**config.mk**
```make
export PLATFORM = sky130hd
export DESIGN_NAME = shift_seq_ctrl
export DESIGN_NICKNAME = d
export VERILOG_FILES = /design/src/rtl/shift_seq_ctrl.sv
export SDC_FILE = /design/constraint.sdc
export NUM_CORES = 1
export LEC_CHECK = 0
export CAP_MARGIN = 10
export CORE_ASPECT_RATIO = 0.75
export CORE_MARGIN = 2
export CORE_UTILIZATION = 40
export CTS_CLUSTER_DIAMETER = 200
export DETAILED_ROUTE_END_ITERATION = 10
export MAX_ROUTING_LAYER = met4
export PLACE_DENSITY = 0.68
export SYNTH_ARGS = -nofsm -noshare
export SYNTH_HDL_FRONTEND = slang
export SYNTH_SLANG_ARGS = --single-unit
```
**constraint.sdc**
```tcl
create_clock -name clk -period 2.5 [get_ports clk]
set_input_delay 0.75 -clock clk [delete_from_list [all_inputs] [get_ports clk]]
set_output_delay 0.75 -clock clk [all_outputs]
set_load 0.01 [all_outputs]
```
**src/rtl/shift_seq_ctrl.sv**
```systemverilog
// Operand-issue / result-capture sequencer around a registered left-only shifter.
// Optional {N,Z,C} result flags are enabled with the SHIFT_SEQ_FLAGS_EN macro.
module shift_seq_ctrl #(
  parameter int WIDTH      = 16,
  parameter int SHAMT_BITS = 4
) (
  input  logic             clk,
  input  logic             rst,
  input  logic             in_valid,
  output logic             in_ready,
  input  logic [1:0]       in_op,
  input  logic [WIDTH-1:0] in_data,
  input  logic [WIDTH-1:0] in_shamt,
  output logic [WIDTH-1:0] sh_inp,
  output logic [WIDTH-1:0] sh_shift,
  input  logic [WIDTH-1:0] sh_out,
  output logic             out_valid,
  input  logic             out_ready,
`ifdef SHIFT_SEQ_FLAGS_EN
  output logic [2:0]       out_flags,
`endif
  output logic [WIDTH-1:0] out_data
);

  // state | meaning
  // IDLE  | waiting for a request, in_ready=1
  // P1    | pass-1 operands held, shifter samples them
  // P1C   | capture pass-1 result, maybe load pass 2
  // P2    | pass-2 operands held, shifter samples them
  // P2C   | OR pass-2 result into accumulator
  // DONE  | result presented until out_ready
  typedef enum logic [2:0] {IDLE, P1, P1C, P2, P2C, DONE} state_t;

  localparam logic [1:0] OP_LSL = 2'b00;
  localparam logic [1:0] OP_LSR = 2'b01;
  localparam logic [1:0] OP_ASR = 2'b10;
  localparam logic [1:0] OP_ROL = 2'b11;

  function automatic logic [WIDTH-1:0] rev(input logic [WIDTH-1:0] v);
    logic [WIDTH-1:0] r;
    for (int i = 0; i < WIDTH; i++) r[i] = v[WIDTH-1-i];
    return r;
  endfunction

  state_t                state, next_state;
  logic [1:0]            op_q;
  logic [WIDTH-1:0]      x_q;
  logic [SHAMT_BITS-1:0] n_q;
  logic [WIDTH-1:0]      acc;
  logic [WIDTH-1:0]      sh_inp_q;
  logic [SHAMT_BITS-1:0] sh_shift_q;

  logic load1, load2, cap1, cap2;
  logic need2;
  logic [WIDTH-1:0] cap1_val, cap2_val, final_res;
  logic [SHAMT_BITS-1:0] neg_n;

  logic unused_shamt;
  assign unused_shamt = ^in_shamt[WIDTH-1:SHAMT_BITS];

  assign need2 = (op_q == OP_ROL) ||
                 ((op_q == OP_ASR) && x_q[WIDTH-1] && (n_q != '0));

  // Right shifts run through the left shifter between two bit reversals.
  assign cap1_val  = ((op_q == OP_LSR) || (op_q == OP_ASR)) ? rev(sh_out) : sh_out;
  assign cap2_val  = (op_q == OP_ROL) ? rev(sh_out) : sh_out;
  assign final_res = cap2 ? (acc | cap2_val) : cap1_val;
  assign neg_n     = '0 - n_q;

  assign sh_inp   = sh_inp_q;
  assign sh_shift = {{(WIDTH-SHAMT_BITS){1'b0}}, sh_shift_q};
  assign out_data = acc;

  always_ff @(posedge clk or negedge rst) begin
    if (!rst) state <= IDLE;
    else      state <= next_state;
  end

  always_comb begin
    next_state = state;
    in_ready   = 1'b0;
    out_valid  = 1'b0;
    load1      = 1'b0;
    load2      = 1'b0;
    cap1       = 1'b0;
    cap2       = 1'b0;
    case (state)
      IDLE: begin
        in_ready = 1'b1;
        if (in_valid) begin
          load1      = 1'b1;
          next_state = P1;
        end
      end
      P1:  next_state = P1C;
      P1C: begin
        cap1 = 1'b1;
        if (need2) begin
          load2      = 1'b1;
          next_state = P2;
        end else begin
          next_state = DONE;
        end
      end
      P2:  next_state = P2C;
      P2C: begin
        cap2       = 1'b1;
        next_state = DONE;
      end
      DONE: begin
        out_valid = 1'b1;
        if (out_ready) next_state = IDLE;
      end
      default: next_state = IDLE;
    endcase
  end

  always_ff @(posedge clk or negedge rst) begin
    if (!rst) begin
      op_q       <= OP_LSL;
      x_q        <= '0;
      n_q        <= '0;
      acc        <= '0;
      sh_inp_q   <= '0;
      sh_shift_q <= '0;
    end else begin
      if (load1) begin
        op_q       <= in_op;
        x_q        <= in_data;
        n_q        <= in_shamt[SHAMT_BITS-1:0];
        sh_inp_q   <= ((in_op == OP_LSR) || (in_op == OP_ASR)) ? rev(in_data) : in_data;
        sh_shift_q <= in_shamt[SHAMT_BITS-1:0];
      end
      if (load2) begin
        // ROL wraps the low bits in; ASR fills the vacated top bits with ones.
        sh_inp_q   <= (op_q == OP_ROL) ? rev(x_q) : '1;
        sh_shift_q <= neg_n;
      end
      if (cap1) acc <= cap1_val;
      if (cap2) acc <= acc | cap2_val;
    end
  end

`ifdef SHIFT_SEQ_FLAGS_EN
  logic [2:0]            flags_q;
  logic [WIDTH-1:0]      x_rev;
  logic [SHAMT_BITS-1:0] nm1;
  logic                  carry;

  assign x_rev     = rev(x_q);
  assign nm1       = n_q - 1'b1;
  assign out_flags = flags_q;

  // Carry is the last bit shifted out; x_rev[n-1] is x[WIDTH-n].
  always_comb begin
    carry = 1'b0;
    if (n_q != '0) begin
      case (op_q)
        OP_LSL:         carry = x_rev[nm1];
        OP_LSR, OP_ASR: carry = x_q[nm1];
        default:        carry = final_res[0];
      endcase
    end
  end

  always_ff @(posedge clk or negedge rst) begin
    if (!rst) begin
      flags_q <= 3'b000;
    end else if ((cap1 && !need2) || cap2) begin
      flags_q <= {final_res[WIDTH-1], (final_res == '0), carry};
    end
  end
`endif

endmodule

```
==> results of run 1 <==
## layer usage
layer,vias to the layer above,global-route usage (%),routed length (µm)
met1,1333,24.6,3660
li1,1289,-,-
met4,0,5.13,116
met2,66,29.6,3840
met3,9,4.32,321
met5,-,-,0
## worst min-delay path by stage
stage                     startpoint       endpoint  slack [ns]
after floorplan                  rst         n_q[0]        0.45
after global placement        x_q[9]         x_q[9]        0.48
after detailed placement      x_q[1]         x_q[1]        0.48
after CTS                        rst  sh_shift_q[3]        0.42
after global routing             rst  sh_shift_q[1]        0.45
final                            rst  sh_shift_q[3]        0.42
## placed cells by master, fill, tap and decap left out, types with 2 or more instances in the layout
| cell | n |
|---|---|
| a221o_1 | 17 |
| dfrtp_1 | 61 |
| mux2i_1 | 35 |
| nand2b_1 | 13 |
| nor3_1 | 2 |
| mux2_2 | 21 |
| nor2_1 | 4 |
| ha_1 | 3 |
| clkbuf_8 | 10 |
| a21oi_1 | 51 |
| nand2_1 | 36 |
| buf_12 | 2 |
| conb_1 | 12 |
| clkdlybuf4s50_1 | 78 |
| clkinv_2 | 3 |
| xnor2_1 | 3 |
| o21ai_0 | 19 |
| bufinv_16 | 2 |
| or2b_1 | 6 |
| buf_4 | 11 |
| inv_1 | 3 |
## synthesized netlist by cell type, drive strengths merged (3+ instances only)
master,instances
nor2,4
dfrtp,61
nand2,36
a21oi,52
mux2,21
inv,3
nor3,3
nand2b,13
clkbuf,9
o21ai,19
or2b,6
buf,24
ha,3
xnor2,3
mux2i,35
a221o,17
## registers in the layout (all words and copies together) (netlist names)
signal,cells
x_q,16
sh_shift_q,4
out_data,16
state,3
op_q,2
sh_inp,16
n_q,4
## cells by family after synthesis
| family | Yosys count |
|---|---|
| xor gates and xnor gates | 4 |
| adders and majority gates | 3 |
| muxes | 56 |
| buffers and inverters | 37 |
| AOI/OAI and AO/OA | 90 |
| and+or+nand+nor | 69 |
| other | 1 |
| DFF | 61 |
## power by group through the flow
stage | registers, µW | logic, µW | clock network [µW]
floorplan | 1820 | 1580 | 0
global placement | 1760 | 2600 | 0
detailed placement | 1770 | 2660 | 0
CTS | 1760 | 2670 | 983
global route | 1820 | 2880 | 1030
finish | 1760 | 2650 | 957
## timing repair
action | 4_1_cts | 5_1_grt
endpoints found under the setup margin | 1 | 0
gates resized for setup | 1 | 0
endpoints found under the hold margin | 0 | 0
## critical path, delay by kind of cell (launching register included)
family / cells / cell delay, ns
buf+inv: 1 / 0.60
flops: 1 / 0.45
simple gates: 1 / 0.27
## stage by stage
stage / setup WS [ns] / std cells
CTS: 0.0549 / 511
finish: 0.0901 / 511
global placement: 0.155 / 496
floorplan: 0.646 / 332
global route: 0.0101 / 511
detailed placement: 0.110 / 496
## cell type report
class                      instances  area share [%]
timing repair buffer              92            20.5
inverter                           4           0.339
clock buffer                      10            3.11
tap                              105            2.97
multi-input combinational        234            36.9
sequential                        61            34.5
clock inverter                     5            1.70
==> metrics.md, run 1 <==
| Metric | Value |
|---|---|
| Main area contributors after synthesis | `dfrtp_1 (46%), mux2i_1 (11%), a21oi_1 (7.7%)` |
| # Post-CTS Setup Buffers | `0` |
| Multiplexer share of the synthesized area | `17.7%` |
| Via count | `2697` |
| Syn Area/Cell | `10.3 µm²` |
| Final setup viols | `0` |
| Area grow syn2layout | `33.4%` |
| Final hold slack | `0.419 ns` |
| Yosys top cell area share | `46.0%` |
| Slew HR | `39.3%` |
| TritonCTS Buffers | `9` |
| # IOs | `104` |
| # fillers | `721` |
| CP Capture Type | `output pin` |
| Tightest Hold Check Type | `input pin to async pin` |
| DP HPWL | `5410 µm` |
| Startpoint Class | `register` |
| Mapped Area | `3320 µm²` |
| DR vias/cell | `5.28` |
| Final Cell Area | `4430 µm²` |
| Clock Sinks | `61` |
| Power Internal | `3480 µW` |
| Clock skew | `0.00769 ns` |
| CP max FO | `6` |
| Seq/Total Area, Yosys | `46.0%` |
| Slowest library cell on the worst path | `clkdlybuf4s50_1` |
| CTS tree | `yes` |
| Die height | `82.9 µm` |
| R2r startpoint | `op_q[0]` |
| 1st-iter DRT viols | `167` |
| Status | `complete, no violations` |
| Critical path arrival | `1.66 ns` |
| Layout cells sized above 1 | `13.3%` |
| Net Switching | `1880 µW` |
| Fin Setup TNS | `0 ns` |
| CP Launch Point | `state[2]` |
| Largest family of logic cells by synthesized area | `multiplexers` |
| Post-synth EDFFs | `0` |
| Number of synthesized register bits | `61` |
| Compound-Gate Fraction of Synth Area | `16.4%` |
| Design Power | `5360 µW` |
| Detailed Route WL | `7940 µm` |
| Placeable Area | `7950 µm²` |
| Remaining DRCs | `0` |
| Clock Path Buffers | `2` |
| Simple-gate share of the synthesized area | `11.4%` |
| Pwr dens | `1210 nW/µm²` |
| Post-synth top flop | `dfrtp_1` |
| Fin crit period | `2.41 ns` |
| Clock transition at the registers of the reported paths | `0.07 ns` |
| Area of the multi-input gates | `1630 µm²` |
| Cells on worst reg2reg path | `5` |
| Reg2Reg Setup Slack | `0.29 ns` |
| Final hold viol count | `0` |
| CP max stage delay | `0.60 ns` |
| Sequential share of power | `32.8%` |
| Final core occ | `55.6%` |
| Clk Tree Root Cell | `clkbuf_8` |
| Synth warn | `0` |
| Vias in the first global route | `2701` |
| Mapped Cells | `321` |
| Routed len/inst | `15.5 µm` |
| Pins over their slew limit | `0` |
| Buffers on Ports | `79` |
| Worst path cell trace | `nor3_4 > clkdlybuf4s50_1` |
| Sequential cell area | `1530 µm²` |
| Switch share | `35.1%` |
| Placed instance area | `4210 µm²` |
| Fraction of registers with async set/reset | `100%` |
| H-tree depth | `3` |
| MaxCap Viol Count | `0` |
| Worst R2R End | `sh_inp[15]` |
| Clock power frac | `17.9%` |
| All-Layer GR Usage | `18.9%` |
| WP data required | `1.75 ns` |
| Pleak | `0.00187 µW` |
| Initial Util | `41.7%` |
| Critical Path Sink | `in_ready` |
| Nets | `459` |
| Part of the power in combinational logic | `49.3%` |
| Largest net degree at the start of global routing | `62` |
| Period utilisation layout | `96.4%` |
| First-pass GRT wire length | `13100 µm` |
| Worst vdd ir | `0.508 mV` |
| Hold_buf cts | `0` |
| Grt total ovfl | `0` |
| Area leader, netlist | `dfrtp_1` |
| Clock latency on the worst-skew pair | `0.34 ns` |
| Row cnt | `28` |
| Worst Tran Pin Value | `0.910 ns` |
| Antenna violations before repair | `0` |
| Drt pass-1 iters | `4` |
| Die Span X | `109 µm` |
| Final GP Congestion | `0.787` |
| Antenna viol nets, final | `0` |
| XOR/XNOR Fraction of Synth Area | `1.06%` |
| Diode count | `0` |
| Max Clk Rate | `0.415 GHz` |
| Setup CP Type | `register to output pin` |
| RSZ-0062 raised after global routing | `no` |
| Yosys cell types | `33` |
| Post-Synth Adder-Cell Area | `1.13%` |
| Die Area | `9040 µm²` |
(Power assumes the default switching activity.)
==> run 2: changes to the inputs <==
- CELL_PAD_IN_SITES_DETAIL_PLACEMENT: unset -> 0
- CELL_PAD_IN_SITES_GLOBAL_PLACEMENT: unset -> 2
- CORE_MARGIN: 2 -> 4
- CORE_UTILIZATION: 40 -> 28
- CTS_CLUSTER_SIZE: unset -> 10
- PLACE_DENSITY: 0.68 -> 0.77
==> run 2 against run 1 <==
  * First-iteration DRC count down 9.6%
  * Sequential share of layout area down 1.1 points
  * Combinational power about the same
  * Largest cell class unchanged
  * Maximum frequency about the same
  * Critical path type unchanged
==> metrics.md, run 2 (synthesis gave the netlist of run 1 again) <==
| Metric | Value |
|---|---|
| Max Clk Rate | `0.415 GHz (about the same)` |
| CP max FO | `7 (was 6)` |
| MaxCap Viol Count | `0 (unchanged)` |
| Tightest Hold Check Type | `input pin to async pin (unchanged)` |
| CP Capture Type | `output pin (unchanged)` |
| Clk Tree Root Cell | `clkbuf_16 (was clkbuf_8)` |
| Hold_buf cts | `0 (unchanged)` |
| Slew HR | `37.4% (was 39.3%)` |
| Layout cells sized above 1 | `13.7% (was 13.3%)` |
| Die Span X | `134 µm (was 109 µm)` |
| # IOs | `104 (unchanged)` |
| Area of the multi-input gates | `1630 µm² (unchanged)` |
| Placeable Area | `11600 µm² (was 7950 µm²)` |
| DP HPWL | `6070 µm (was 5410 µm)` |
| Clock Path Buffers | `2 (unchanged)` |
| Worst Tran Pin Value | `0.939 ns (was 0.910 ns)` |
| Sequential cell area | `1530 µm² (about the same)` |
| Routed len/inst | `15.7 µm (was 15.5 µm)` |
| Startpoint Class | `register (unchanged)` |
| Nets | `461 (was 459)` |
| Most frequent cells in the layout | `clkdlybuf4s50_1 (78), dfrtp_1 (60), a21oi_1 (51) (was clkdlybuf4s50_1 (78), dfrtp_1 (61), a21oi_1 (51))` |
| Clock skew | `0.00532 ns (was 0.00769 ns)` |
| H-tree depth | `3 (unchanged)` |
| Setup CP Type | `register to output pin (unchanged)` |
| Worst vdd ir | `0.390 mV (was 0.508 mV)` |
| Clock transition at the registers of the reported paths | `0.06 ns (was 0.07 ns)` |
| Pins over their slew limit | `0 (unchanged)` |
| Final GP Congestion | `0.783 (was 0.787)` |
| All-Layer GR Usage | `13.8% (was 18.9%)` |
| Largest net degree at the start of global routing | `45 (was 62)` |
| Final hold viol count | `0 (unchanged)` |
| Grt total ovfl | `0 (unchanged)` |
| Drt pass-1 iters | `4 (unchanged)` |
| Die Area | `13700 µm² (was 9040 µm²)` |
| CP Launch Point | `state[1] (was state[2])` |
| Final core occ | `39.5% (was 55.6%)` |
| 1st-iter DRT viols | `151 (was 167)` |
| Row cnt | `34 (was 28)` |
| Clock Sinks | `61 (unchanged)` |
| # fillers | `1157 (was 721)` |
| Area grow syn2layout | `37.8% (was 33.4%)` |
| Vias in the first global route | `2801 (was 2701)` |
| Clock latency on the worst-skew pair | `0.32 ns (was 0.34 ns)` |
| Most common cell after layout, fill and taps aside | `clkdlybuf4s50_1 (unchanged)` |
| Pleak | `0.00190 µW (was 0.00187 µW)` |
| Period utilisation layout | `96.3% (was 96.4%)` |
| R2r startpoint | `op_q[0] (unchanged)` |
| Fin Setup TNS | `0 ns (unchanged)` |
| TritonCTS Buffers | `9 (unchanged)` |
| RSZ-0062 raised after global routing | `no (unchanged)` |
| Initial Util | `28.7% (was 41.7%)` |
| Remaining DRCs | `0 (unchanged)` |
| Final setup viols | `0 (unchanged)` |
| Die height | `102 µm (was 82.9 µm)` |
| Detailed Route WL | `8940 µm (was 7940 µm)` |
| Pwr dens | `1230 nW/µm² (was 1210 nW/µm²)` |
| Critical path arrival | `1.66 ns (about the same)` |
| Fin crit period | `2.41 ns (about the same)` |
| DR vias/cell | `4.75 (was 5.28)` |
| Buffers on Ports | `79 (unchanged)` |
| Cells on worst reg2reg path | `5 (unchanged)` |
| First-pass GRT wire length | `14500 µm (was 13100 µm)` |
| Antenna violations before repair | `0 (unchanged)` |
| WP data required | `1.75 ns (about the same)` |
| Diode count | `0 (unchanged)` |
| Status | `complete, no violations (unchanged)` |
| CTS tree | `yes (unchanged)` |
| Via count | `2710 (was 2697)` |
| Antenna viol nets, final | `0 (unchanged)` |
[run 2: metal layers]
metal | global-route usage [%] | vias up | wire, µm
met5 | - | - | 0
met4 | 4.27 | 0 | 72
met3 | 3.35 | 6 | 369
met2 | 22.1 | 57 | 4270
met1 | 17.3 | 1357 | 4220
li1 | - | 1290 | -
[run 2: cell type report]
cell class	count	area share [%]
clock buffers	10	5.01
clock inverters	5	1.15
inverters	4	0.329
multi-input cells	234	35.7
flip-flops and latches	61	33.4
well taps	162	4.44
repair buffers	94	19.9
[run 2: path summary, 6_finish.rpt]
check / slack [ns] / end
min in group clk: 0.49 / x_q[7]
hold / removal: 0.38 / sh_inp[2]
setup / recovery: 0.09 / out_valid
setup reg to reg: 0.25 / sh_inp[0]
hold reg to reg: 0.49 / x_q[7]
max in group asynchronous: 1.49 / state[0]
[run 2: power breakdown]
| group | internal, µW | switching (µW) | total, µW |
|---|---|---|---|
| Combinational | 1430 | 1210 | 2650 |
| Sequential | 1460 | 316 | 1780 |
| Clock | 760 | 438 | 1200 |
| Total | 3660 | 1970 | 5630 |
[run 2: timing repair]
item,4_1_cts,5_1_grt
resized for setup,0,2
endpoints found under the setup margin,0,2
buffers inserted,0,0
[run 2: metrics by stage]
| step | power [µW] | hold slack, ns | instance area (µm²) | setup WS (ns) | std cells |
|---|---|---|---|---|---|
| after floorplan | 3400 | 0.454 | 3360 | 0.646 | 332 |
| after global placement | 4410 | 0.479 | 4280 | 0.0929 | 555 |
| after detailed placement | 4460 | 0.485 | 4280 | 0.0950 | 555 |
| after CTS | 5700 | 0.389 | 4560 | 0.0155 | 570 |
| after global routing | 6020 | 0.408 | 4570 | 0.0258 | 570 |
| final | 5630 | 0.379 | 4570 | 0.0925 | 570 |
[run 2: critical path, stage by stage, from the launching register on]
cell,delay [ns]
dfrtp_1,0.46
nand2b_1,0.21
nor2_1,0.12
clkdlybuf4s50_1,0.55
==> run 3: changes to the inputs <==
- PLACE_DENSITY: 0.77 -> 0.76
==> run 3 against run 2 <==
  * Clock power is 13% higher
  * Non-clock buffer count increased by 1
  * Die area is the same
  * Via count is 0.30% lower
  * Sequential power hardly changed
  * Worst hold slack lost 0.049 ns
  * Sequential share of layout area fell by 0.46 points
  * Register-to-register slack improved by 0.02 ns
  * Combinational power barely moved
  * Critical endpoint unchanged
  * Largest cell class unchanged
  * Largest power group unchanged
==> metrics.md, run 3 (synthesis gave the netlist of run 1 again) <==
| Metric | Value |
|---|---|
| Status | `complete, no violations (unchanged)` |
| Clk Tree Root Cell | `clkbuf_16 (unchanged)` |
| Area grow syn2layout | `39.7% (was 37.8%)` |
| Max Clk Rate | `0.413 GHz (was 0.415 GHz)` |
| Period utilisation layout | `96.8% (was 96.3%)` |
| Final GP Congestion | `0.731 (was 0.783)` |
| Layout cells sized above 1 | `14.4% (was 13.7%)` |
| Tightest Hold Check Type | `input pin to async pin (unchanged)` |
| Grt total ovfl | `0 (unchanged)` |
| Startpoint Class | `register (unchanged)` |
| Largest net degree at the start of global routing | `42 (was 45)` |
| # Post-CTS Setup Buffers | `0 (unchanged)` |
| CP Capture Type | `output pin (unchanged)` |
| GR met3 Demand/Resource | `3.20% (was 3.35%)` |
| CP max stage delay | `0.56 ns (was 0.55 ns)` |
| Most common cell after layout, fill and taps aside | `clkdlybuf4s50_1 (unchanged)` |
| Most crowded layer after global routing | `met2 (unchanged)` |
| Pwr dens | `1250 nW/µm² (was 1230 nW/µm²)` |
| Die Area | `13700 µm² (unchanged)` |
| Drt pass-1 iters | `4 (unchanged)` |
| GR Util met1 | `17.8% (was 17.3%)` |
| DR vias/cell | `4.72 (was 4.75)` |
| All-Layer GR Usage | `13.7% (was 13.8%)` |
| Nets | `462 (was 461)` |
| Slew HR | `38.5% (was 37.4%)` |
| # IOs | `104 (unchanged)` |
| Via count | `2702 (was 2710)` |
| Clock transition at the registers of the reported paths | `0.06 ns (about the same)` |
| Setup CP Type | `register to output pin (unchanged)` |
| DP HPWL | `6160 µm (was 6070 µm)` |
| Final WS setup | `0.0799 ns (was 0.0925 ns)` |
| CP max FO | `7 (unchanged)` |
| Met2 GRT Util | `21.3% (was 22.1%)` |
| Die Span X | `134 µm (unchanged)` |
| Final hold viol count | `0 (unchanged)` |
| Fin Setup TNS | `0 ns (unchanged)` |
| Buffers on Ports | `79 (unchanged)` |
| Clock skew | `0.00864 ns (was 0.00532 ns)` |
| Pins over their slew limit | `0 (unchanged)` |
| Initial Util | `28.7% (unchanged)` |
| Pleak | `0.00193 µW (was 0.00190 µW)` |
| Antenna violations before repair | `0 (unchanged)` |
| Row cnt | `34 (unchanged)` |
| Placeable Area | `11600 µm² (unchanged)` |
| TritonCTS Buffers | `9 (unchanged)` |
| Hold_buf cts | `0 (unchanged)` |
| CTS tree | `yes (unchanged)` |
| Fin crit period | `2.42 ns (was 2.41 ns)` |
| Worst path cell trace | `nand2b_1 > nor2_1 > clkdlybuf4s50_1 (unchanged)` |
| Vias in the first global route | `2689 (was 2801)` |
| Diode count | `0 (unchanged)` |
| Antenna viol nets, final | `0 (unchanged)` |
| Worst Tran Pin Value | `0.923 ns (was 0.939 ns)` |
| MaxCap Viol Count | `0 (unchanged)` |
| Slowest library cell on the worst path | `clkdlybuf4s50_1 (unchanged)` |
| Design Power | `5790 µW (was 5630 µW)` |
| Routed len/inst | `15.6 µm (was 15.7 µm)` |
| Detailed Route WL | `8930 µm (was 8940 µm)` |
| Clock latency on the worst-skew pair | `0.33 ns (was 0.32 ns)` |
| Clock Sinks | `61 (unchanged)` |
| Clock Path Buffers | `2 (unchanged)` |
| Final setup viols | `0 (unchanged)` |
| WP data required | `1.75 ns (about the same)` |
| Setup WS pre-CTS | `0.0864 ns (was 0.0950 ns)` |
| Die height | `102 µm (unchanged)` |
| RSZ-0062 raised after global routing | `no (unchanged)` |
| 1st-iter DRT viols | `112 (was 151)` |
| First-pass GRT wire length | `14200 µm (was 14500 µm)` |
| H-tree depth | `3 (unchanged)` |
| Most frequent cells in the layout | `clkdlybuf4s50_1 (78), dfrtp_1 (60), a21oi_1 (51) (unchanged)` |
| Worst vdd ir | `0.415 mV (was 0.390 mV)` |
| Critical path arrival | `1.67 ns (was 1.66 ns)` |
| Remaining DRCs | `0 (unchanged)` |
-- run 3: cell type report --
cell class,count,area [µm²]
clock inverters,6,86.3
well taps,162,203
repair buffers,95,931
multi-input cells,234,1630
flip-flops and latches,61,1530
fillers,1133,6940
inverters,4,15.0
clock buffers,10,239
-- run 3: what timing repair did --
item	4_1_cts	5_1_grt
setup endpoints to repair	2	1
gates cloned	0	0
gates resized for setup	1	1
-- run 3: worst paths after layout --
path / startpoint / end / slack, ns / depth (start not counted)
max: state[1] / out_valid / 0.08 / 3
min: rst / sh_inp[2] / 0.33 / 1
max reg2reg: op_q[0] / sh_inp[14] / 0.27 / 5
min reg2reg: x_q[8] / x_q[8] / 0.50 / 1
max in group asynchronous: rst / state[0] / 1.64 / 2
min in group clk: x_q[8] / x_q[8] / 0.50 / 1
-- run 3: per-stage QoR --
stage | utilization [%] | hold WS (ns) | cell area (µm²) | std cells
after floorplan | - | 0.454 | 3360 | 332
after global placement | 37.2 | 0.478 | 4300 | 556
after detailed placement | 37.2 | 0.483 | 4300 | 556
after CTS | 40.0 | 0.325 | 4630 | 572
after global routing | 40.0 | 0.334 | 4630 | 572
final | 40.0 | 0.330 | 4630 | 572
-- run 3: layer usage --
layer  routed length [µm]  vias up
met5                    0        -
met4                  110        0
met3                  357       11
met2                 4340       66
met1                 4120     1330
li1                     -     1295
-- run 3: worst max-delay path: cells and delay by family (launching register included) --
| kind | cells | cell delay (ns) |
|---|---|---|
| buffers and inverters | 1 | 0.56 |
| DFF | 1 | 0.45 |
| and+or+nand+nor | 2 | 0.34 |
-- run 3: where the power goes --
| part | total, µW | internal [µW] | switching [µW] |
|---|---|---|---|
| clock network | 1360 | 897 | 460 |
| registers | 1770 | 1460 | 310 |
| logic | 2660 | 1440 | 1220 |
| total | 5790 | 3800 | 1990 |
